[config.mk]
export PLATFORM = sky130hd
export DESIGN_NAME = lsu_bus_master
export DESIGN_NICKNAME = d
export VERILOG_FILES = /design/src/rtl/lsu_pkg.sv /design/src/rtl/lsu_align.sv /design/src/rtl/lsu_bus_master.sv
export SDC_FILE = /design/constraint.sdc
export NUM_CORES = 1
export LEC_CHECK = 0
export BUFFER_PORTS_ARGS = -buffer_cell sky130_fd_sc_hd__buf_2
export CELL_PAD_IN_SITES_DETAIL_PLACEMENT = 0
export CELL_PAD_IN_SITES_GLOBAL_PLACEMENT = 1
export CORE_MARGIN = 5
export CORE_UTILIZATION = 34
export DETAILED_ROUTE_END_ITERATION = 8
export GPL_TIMING_DRIVEN = 0
export MAX_ROUTING_LAYER = met4
export PLACE_DENSITY_LB_ADDON = 0.1
export SLEW_MARGIN = 20
export SYNTH_ARGS = -nofsm -noshare
export SYNTH_HDL_FRONTEND = slang
export SYNTH_HIERARCHICAL = 1
export SYNTH_SLANG_ARGS = --single-unit
[constraint.sdc]
create_clock -name clk -period 1.8 [get_ports clk]
set_input_delay 0.27 -clock clk [delete_from_list [all_inputs] [get_ports clk]]
set_output_delay 0.27 -clock clk [all_outputs]
set_load 0.02 [all_outputs]
[src/rtl/lsu_pkg.sv]
// Shared definitions for the load/store bus master: funct3 codes, FSM states, request legality.
package lsu_pkg;

   localparam int unsigned XLEN = 32;

   localparam logic [2:0] F3_B  = 3'b000;
   localparam logic [2:0] F3_H  = 3'b001;
   localparam logic [2:0] F3_W  = 3'b010;
   localparam logic [2:0] F3_BU = 3'b100;
   localparam logic [2:0] F3_HU = 3'b101;

   localparam logic [2:0] S_IDLE    = 3'd0;
   localparam logic [2:0] S_RD      = 3'd1;
   localparam logic [2:0] S_WR      = 3'd2;
   localparam logic [2:0] S_RMW_RD  = 3'd3;
   localparam logic [2:0] S_RMW_WR  = 3'd4;
   localparam logic [2:0] S_RESP    = 3'd5;

   typedef enum logic [2:0] {
      ST_IDLE   = S_IDLE,
      ST_RD     = S_RD,
      ST_WR     = S_WR,
      ST_RMW_RD = S_RMW_RD,
      ST_RMW_WR = S_RMW_WR,
      ST_RESP   = S_RESP
   } state_t;

   // Unsupported size code or a size that does not fit its natural alignment.
   function automatic logic req_illegal(input logic we, input logic [2:0] f3, input logic [1:0] off);
      logic bad;
      case (f3)
         F3_B:    bad = 1'b0;
         F3_H:    bad = off[0];
         F3_W:    bad = (off != 2'b00);
         F3_BU:   bad = we;
         F3_HU:   bad = we | off[0];
         default: bad = 1'b1;
      endcase
      return bad;
   endfunction

endpackage

[src/rtl/lsu_align.sv]
// Byte-lane steering: load extract/extend and sub-word store merge into an existing word.
module lsu_align
   import lsu_pkg::*;
(
   input  logic [XLEN-1:0] word,
   input  logic [1:0]      offset,
   input  logic [2:0]      funct3,
   input  logic [15:0]     sdata,
   output logic [XLEN-1:0] load_data_c,
   output logic [XLEN-1:0] store_word_c
);

   logic [4:0]      bshift;
   logic [4:0]      hshift;
   logic [XLEN-1:0] shifted;

   assign bshift  = {offset, 3'b000};
   assign hshift  = {offset[1], 4'b0000};
   assign shifted = word >> bshift;

   always_comb begin
      load_data_c = word;
      case (funct3)
         F3_B:    load_data_c = {{24{shifted[7]}}, shifted[7:0]};
         F3_BU:   load_data_c = {24'h0, shifted[7:0]};
         F3_H:    load_data_c = {{16{shifted[15]}}, shifted[15:0]};
         F3_HU:   load_data_c = {16'h0, shifted[15:0]};
         default: load_data_c = word;
      endcase
   end

   always_comb begin
      store_word_c = word;
      case (funct3)
         F3_B: store_word_c = (word & ~(32'h0000_00FF << bshift)) | (XLEN'(sdata[7:0]) << bshift);
         F3_H: store_word_c = (word & ~(32'h0000_FFFF << hshift)) | (XLEN'(sdata) << hshift);
         default: store_word_c = word;
      endcase
   end

endmodule

[src/rtl/lsu_bus_master.sv]
// Turns byte/half/word load-store requests into word-aligned memory transactions,
// using read-modify-write for sub-word stores.
module lsu_bus_master
   import lsu_pkg::*;
#(
   parameter int unsigned ADDR_WIDTH = 32,
   parameter int unsigned DATA_WIDTH = 32
) (
   input  logic                  clk,
   input  logic                  rst,
   input  logic                  req_valid_i,
   output logic                  req_ready_o,
   input  logic                  req_we_i,
   input  logic [2:0]            req_funct3_i,
   input  logic [ADDR_WIDTH-1:0] req_addr_i,
   input  logic [DATA_WIDTH-1:0] req_wdata_i,
   output logic                  resp_valid_o,
   output logic [DATA_WIDTH-1:0] resp_rdata_o,
   output logic                  resp_err_o,
   output logic                  mem_rd_en_o,
   output logic                  mem_wr_en_o,
   output logic [ADDR_WIDTH-1:0] mem_addr_o,
   output logic [DATA_WIDTH-1:0] mem_data_o,
   input  logic [DATA_WIDTH-1:0] mem_data_i,
   input  logic                  mem_ack_i
);

   state_t          state;
   logic [1:0]      off_q;
   logic [2:0]      f3_q;
   logic [15:0]     wdata_q;
   logic [XLEN-1:0] load_data_c;
   logic [XLEN-1:0] store_word_c;

   lsu_align u_align (
      .word         (mem_data_i),
      .offset       (off_q),
      .funct3       (f3_q),
      .sdata        (wdata_q),
      .load_data_c  (load_data_c),
      .store_word_c (store_word_c)
   );

   always_ff @(posedge clk) begin
      if (rst) begin
         state        <= ST_IDLE;
         req_ready_o  <= 1'b1;
         resp_valid_o <= 1'b0;
         resp_rdata_o <= '0;
         resp_err_o   <= 1'b0;
         mem_rd_en_o  <= 1'b0;
         mem_wr_en_o  <= 1'b0;
         mem_addr_o   <= '0;
         mem_data_o   <= '0;
         off_q        <= '0;
         f3_q         <= '0;
         wdata_q      <= '0;
      end else begin
         case (state)
            ST_IDLE: begin
               if (req_valid_i && req_ready_o) begin
                  req_ready_o <= 1'b0;
                  off_q       <= req_addr_i[1:0];
                  f3_q        <= req_funct3_i;
                  wdata_q     <= req_wdata_i[15:0];
                  if (req_illegal(req_we_i, req_funct3_i, req_addr_i[1:0])) begin
                     state        <= ST_RESP;
                     resp_valid_o <= 1'b1;
                     resp_err_o   <= 1'b1;
                     resp_rdata_o <= '0;
                  end else begin
                     mem_addr_o <= {req_addr_i[ADDR_WIDTH-1:2], 2'b00};
                     if (!req_we_i) begin
                        state       <= ST_RD;
                        mem_rd_en_o <= 1'b1;
                     end else if (req_funct3_i == F3_W) begin
                        state       <= ST_WR;
                        mem_wr_en_o <= 1'b1;
                        mem_data_o  <= req_wdata_i;
                     end else begin
                        state       <= ST_RMW_RD;
                        mem_rd_en_o <= 1'b1;
                     end
                  end
               end
            end
            ST_RD: begin
               if (mem_ack_i) begin
                  state        <= ST_RESP;
                  mem_rd_en_o  <= 1'b0;
                  resp_valid_o <= 1'b1;
                  resp_err_o   <= 1'b0;
                  resp_rdata_o <= load_data_c;
               end
            end
            ST_RMW_RD: begin
               if (mem_ack_i) begin
                  state       <= ST_RMW_WR;
                  mem_rd_en_o <= 1'b0;
                  mem_wr_en_o <= 1'b1;
                  mem_data_o  <= store_word_c;
               end
            end
            ST_WR, ST_RMW_WR: begin
               if (mem_ack_i) begin
                  state        <= ST_RESP;
                  mem_wr_en_o  <= 1'b0;
                  resp_valid_o <= 1'b1;
                  resp_err_o   <= 1'b0;
                  resp_rdata_o <= '0;
               end
            end
            ST_RESP: begin
               state        <= ST_IDLE;
               req_ready_o  <= 1'b1;
               resp_valid_o <= 1'b0;
               resp_err_o   <= 1'b0;
               resp_rdata_o <= '0;
            end
            default: begin
               state       <= ST_IDLE;
               req_ready_o <= 1'b1;
            end
         endcase
      end
   end

endmodule

**Word level (Yosys, flattened, before mapping)**

Index checks and enable logic that the tools add are counted.
W data, S select, Z words.

- Eq/ne operators: 23
- Divide/modulo/power cells: 0
- Multiply operators: 0
- Shift operators: 5
- $lt $le $gt $ge: 0
- Reduce and logical (&&, ||, !) cells: 23
- $add $sub $neg: 0
- Mux-type cells: 42
- Bitwise logic cells: 9

Operators with widths:

| operator | number |
|---|---|
| $mux W32 | 9 |
| $pmux W32 S4 | 2 |
| $pmux W32 S2 | 2 |
| $and A32 B32 Y32 | 2 |
| $not A32 Y32 | 2 |
| $or A32 B32 Y32 | 2 |
| $shl A16 B5 Y32 | 1 |
| $shl A16 B5 Y32 const A | 1 |
| $shl A8 B5 Y32 | 1 |
| $shl A8 B5 Y32 const A | 1 |
| $shr A32 B5 Y16 | 1 |
| $eq A3 B3 Y1 const B | 6 |
| $mux W1 | 17 |
| $ne A2 B2 Y1 const B | 8 |
| $mux W3 | 4 |
| $reduce_and A5 Y1 | 2 |
| $eq A3 B1 Y1 const B | 3 |
| $eq A3 B2 Y1 const B | 3 |
| $logic_not A3 Y1 | 3 |
| $pmux W1 S3 | 3 |
| $pmux W3 S3 | 1 |
| $reduce_and A7 Y1 | 1 |
| $reduce_and A3 Y1 | 2 |
| $reduce_and A6 Y1 | 1 |
| 16 further kinds | 24 |

- Output and inout bits: 101
- Register bits after elaboration: 123
- Latch bits: 0
- Input port bits: 104
- Memory bits (read-only): 0
- Memory bits (writable): 0
- Logic and storage cells: 114
- Memories kept: 0

**Depth between registers and ports, before layout**

- Depth after elaboration: 8
- Mapped depth: 9
- Depth with buffers taken out: 6

**Hierarchy**

Netlist, hierarchy kept.

Modules (own cells, without submodules):

| module | seq. area each (um^2) | area an instance (um^2) | cells an instance | times used |
|---|---|---|---|---|
| lsu_bus_master | 2,462.4 | 5,190.0 | 575 | 1 |
| lsu_align | 0.0 | 1,306.3 | 189 | 1 |

**Worst setup path after synthesis**

OpenSTA, ideal clock, no wires.

- Kind: register to register
- Start: reg f3_q[1]
- End: reg mem_data_o[5]
- Setup time: 146 ps
- Period minus slack after synthesis: 1,924 ps
- Arrival: 1,778 ps
- Path buffers: 3
- Path slack: -124 ps
- Stages on the path, launching flop included: 9
- Data required time: 1,654 ps
- Path through: dfxtp_1 -> buf_6 -> or2_1 -> buf_6 -> or3_1 -> buf_6 -> mux2_4 -> mux2i_1 -> a211oi_2

- Word-level cells in the longest chain between the ends: 4
- Elaborated cells on any way between the ends: 5
- Those cells by class: 1 x eq/ne; 3 x mux; 1 x reduce/logical

RTL lines:

| item | line | RTL |
|---|---|---|
| start, declared | lsu_bus_master.sv:30 | `logic [2:0] f3_q;` |
| start signal, assigned | lsu_bus_master.sv:64 | `f3_q <= req_funct3_i;` |
| $eq A3 B1 Y1 or $logic_not A3 Y1 (tied branches) | lsu_align.sv:34 | `case (funct3)` |
| $pmux W32 S2 (*) | lsu_align.sv:34 |  |
| net store_word_c[5] | lsu_bus_master.sv:33 | `logic [XLEN-1:0] store_word_c;` |
| $mux W32 (*) | lsu_bus_master.sv:97 | `if (mem_ack_i) begin` |
| $pmux W32 S2 (*) | lsu_bus_master.sv:59 | `case (state)` |
| end signal, assigned | lsu_bus_master.sv:79 | `mem_data_o <= req_wdata_i;` |
| end signal, assigned | lsu_bus_master.sv:101 | `mem_data_o <= store_word_c;` |
| end, declared | lsu_bus_master.sv:23 | `output logic [DATA_WIDTH-1:0] mem_data_o,` |

Mark *: on every way through the listed nets, which the timed path passes. The rest lies on a longest branch. The select of a mux whose other input is x is not followed.
A chain may end at the register's enable or synchronous reset.

**Final worst setup path**

- Start: reg f3_q[2]
- End: reg mem_data_o[2]

The elaborated chain is that of the path after synthesis.

==> results.md <==
- Slew Limit Fails: 0
- RD Place Congestion: 0.902
- Total gr overflow: 0
- Data arrival, critical path: 2.18 ns
- DIE WIDTH: 148 um
- DP HPWL: 18.1 mm
- Pleak: 4.06 nW
- EDFF count, synth: 0
- Clk sink count: 123
- Post-synth top cells: 190 x nand2_1, 123 x dfxtp_1, 98 x a21oi_1, 79 x mux2i_1, 39 x clkbuf_1
- Area leader, netlist: dfxtp_1
- Core area: 0.0188 mm^2
- Worst vdd ir: 0.706 mV
- Vias in the first global route: 6595
- WL final: 24.0 mm
- Failing checks: setup timing
- Longest Clk Path Bufs: 2
- WP data required: 2.07 ns
- Final setup vio count: 49
- RSZ-0062 raised after global routing: yes
- Ant. Diodes: 0
- Clock root cell: clkbuf_16
- Synth-to-Final Area Change: 38.7%
- Fillers: 1919
- Gr usage total: 21.8%
- Post-Synthesis Cell Area: 0.00650 mm^2
- Worst Hold Class: primary input to flop
- TritonCTS Buffers: 17
- Worst Skew: 0.00997 ns
- IO Port Bufs: 200
- # hold bufs at CTS: 0
- Worst Setup Slack post-DPL: -0.296 ns
- Reg area: 0.00248 mm^2
- Async SR Flop Fraction: 0%
- Iter 0 DRT Violations: 475
- Max cap viols: 0
- Worst slew pin tran: 0.838 ns
- WL/cell: 19.2 um
- Critical-path maximum fanout: 8
- Max_slew headroom: 44.1%
- Row count: 50
- ANT nets after route: 0
- Pin count of the biggest net entering global routing: 17
- Synthesized flop and latch total: 123
- Clock latency on the worst-skew pair: 0.42 ns
- Via count: 6483
- Seq/Total Area, Yosys: 37.9%
- Final instance area: 0.00901 mm^2
- Max Clock Freq: 522 MHz
- Worst setup endpoint: mem_data_o[2]$_SDFFE_PP0P_
- First-pass GRT wire length: 36.5 mm
- CTS H-tree lvls: 4
- Area of the multi-input gates: 0.00378 mm^2
- R2R Path Start: f3_q[2]$_SDFFE_PP0P_
- CTS tree: built
- Synth unique cells: 52
- Starting Density: 34.6%
- Slack of the worst reg-to-reg path: -0.12 ns
- Die span in y: 148 um
- Synth top area share: 37.9%
- DRC Markers: 0
- CP Capture Type: flop
- WHS: 0.0821 ns
- Top FF cell, synth: dfxtp_1
- Worst r2r path cells: 6
- Element type at the critical path start: flop
- Die area: 0.0220 mm^2
- Total power: 0.00981 W
- Path type of the worst setup path: flop to flop
- RR Endpoint: mem_data_o[2]$_SDFFE_PP0P_
- Nets: 1112
- IO Pins: 205
- Pwr Density: 1090 mW/mm^2
- Synth top area cells: dfxtp_1 38%, mux2i_1 12%, nand2_1 11%, a21oi_1 7.6%, a211oi_2 5.6%
- Outcome: finished with violations
- Cells after synthesis: 764
- Cell Area, Placed: 0.00781 mm^2
- Routed vias/inst: 5.17
- 1st-pass router iterations: 6
- Ratio of cells with drive above 1 in the final layout: 40.0%
- PnR worst setup slack: -0.116 ns
- Setup TNS Final: -2.02 ns
- Minimum clock period: 1.92 ns
- Worst Setup SP: f3_q[2]$_SDFFE_PP0P_
- Clk slew on worst S/H paths: 0.06 ns
- Most frequent cell after synthesis: nand2_1
- Antenna violations before repair: 0
- Crit share post-route: 106%
- Hold Fails Final Rpt: 0
- Yosys warning count: 6
- Synth Area per Inst: 8.50 um^2
-- sequential cells by signal, indices dropped and copies added, names as in the netlist --
| register | cells |
|---|---|
| mem_addr_o | 30 |
| off_q | 2 |
| mem_wr_en_o | 1 |
| resp_rdata_o | 32 |
| resp_err_o | 1 |
| req_ready_o | 1 |
| resp_valid_o | 1 |
| mem_data_o | 32 |
| mem_rd_en_o | 1 |
| state | 3 |
| f3_q | 3 |
| wdata_q | 16 |
-- power by group --
part	internal, W	switching (W)
clock network	0.00243	0.00130
registers	0.00297	0.000158
logic	0.00127	0.00167
-- kinds of logic (layout without fill, tap and decap cells) --
logic type,Yosys count,after routing,share of synthesized area (%)
flops,123,123,37.9
simple gates,238,238,15.2
compound gates,221,221,24.2
mux,97,97,15.9
other cells,1,2,0.0577
buf+inv,84,340,6.78
-- worst min-delay path by stage --
stage,start,endpoint,depth (start not counted)
final,req_addr_i[18],mem_addr_o[18]$_SDFFE_PP0P_,3
after global routing,req_addr_i[25],mem_addr_o[25]$_SDFFE_PP0P_,3
after CTS,req_addr_i[18],mem_addr_o[18]$_SDFFE_PP0P_,3
after detailed placement,mem_addr_o[24]$_SDFFE_PP0P_,mem_addr_o[24]$_SDFFE_PP0P_,2
after global placement,mem_addr_o[9]$_SDFFE_PP0P_,mem_addr_o[9]$_SDFFE_PP0P_,2
after floorplan,req_addr_i[0],off_q[0]$_SDFFE_PP0P_,2
-- worst max-delay path: stages, from the launching register on --
cell      delay [ns]
dfxtp_4         0.35
or2_4           0.25
buf_6           0.11
or3_4           0.46
mux2_4          0.32
mux2i_1         0.18
a211oi_1        0.10
-- layer usage --
| metal | GRT usage [%] | vias to the layer above | share of wire (%) |
|---|---|---|---|
| met4 | 7.21 | 0 | 1.9 |
| met3 | 4.45 | 32 | 6.1 |
| met1 | 29.0 | 3059 | 46 |
| li1 | - | 3166 | - |
| met2 | 33.2 | 226 | 46 |
| met5 | - | - | 0 |
-- timing repair --
item / in CTS / in global routing
pin swaps: 9 / 23
buffers inserted: 20 / 8
gates resized for setup: 60 / 59
setup endpoints to repair: 108 / 104
gates cloned: 1 / 3
-- final cells by class --
cell class	instances	share of cell area, %
clock buffers	22	5.26
repair buffers	232	14.5
inverters	13	0.583
multi-input cells	558	42.0
clock inverters	10	1.81
plain buffers	63	5.11
flip-flops and latches	123	27.5
well taps	234	3.25
-- metrics by stage --
stage	util, %	cells
3_3_place_gp	41.6	1199
5_1_grt	48.0	1255
6_report	48.0	1255
3_5_place_dp	41.6	1199
4_1_cts	46.4	1246
2_1_floorplan	-	765
-- layout by cell type, fill, tap and decap left out, types with 4 or more instances in the layout --
cell type  count
mux2_4        10
mux2i_1       72
buf_6         12
clkbuf_1      20
buf_12         4
nor2_2         4
o21ai_1        4
bufinv_16      4
inv_1         11
o21ai_0       15
dfxtp_1      114
a22o_1        15
a21oi_1       96
a21o_1        18
nand2_1      187
dfxtp_2        6
buf_4         33
a211oi_2      30
clkbuf_16     20
clkbuf_2      16
mux2i_2        6
nor2_1        19
mux2_2         7
a22oi_1        7
buf_2        203
Note: power is estimated with default switching activity, not from simulation.
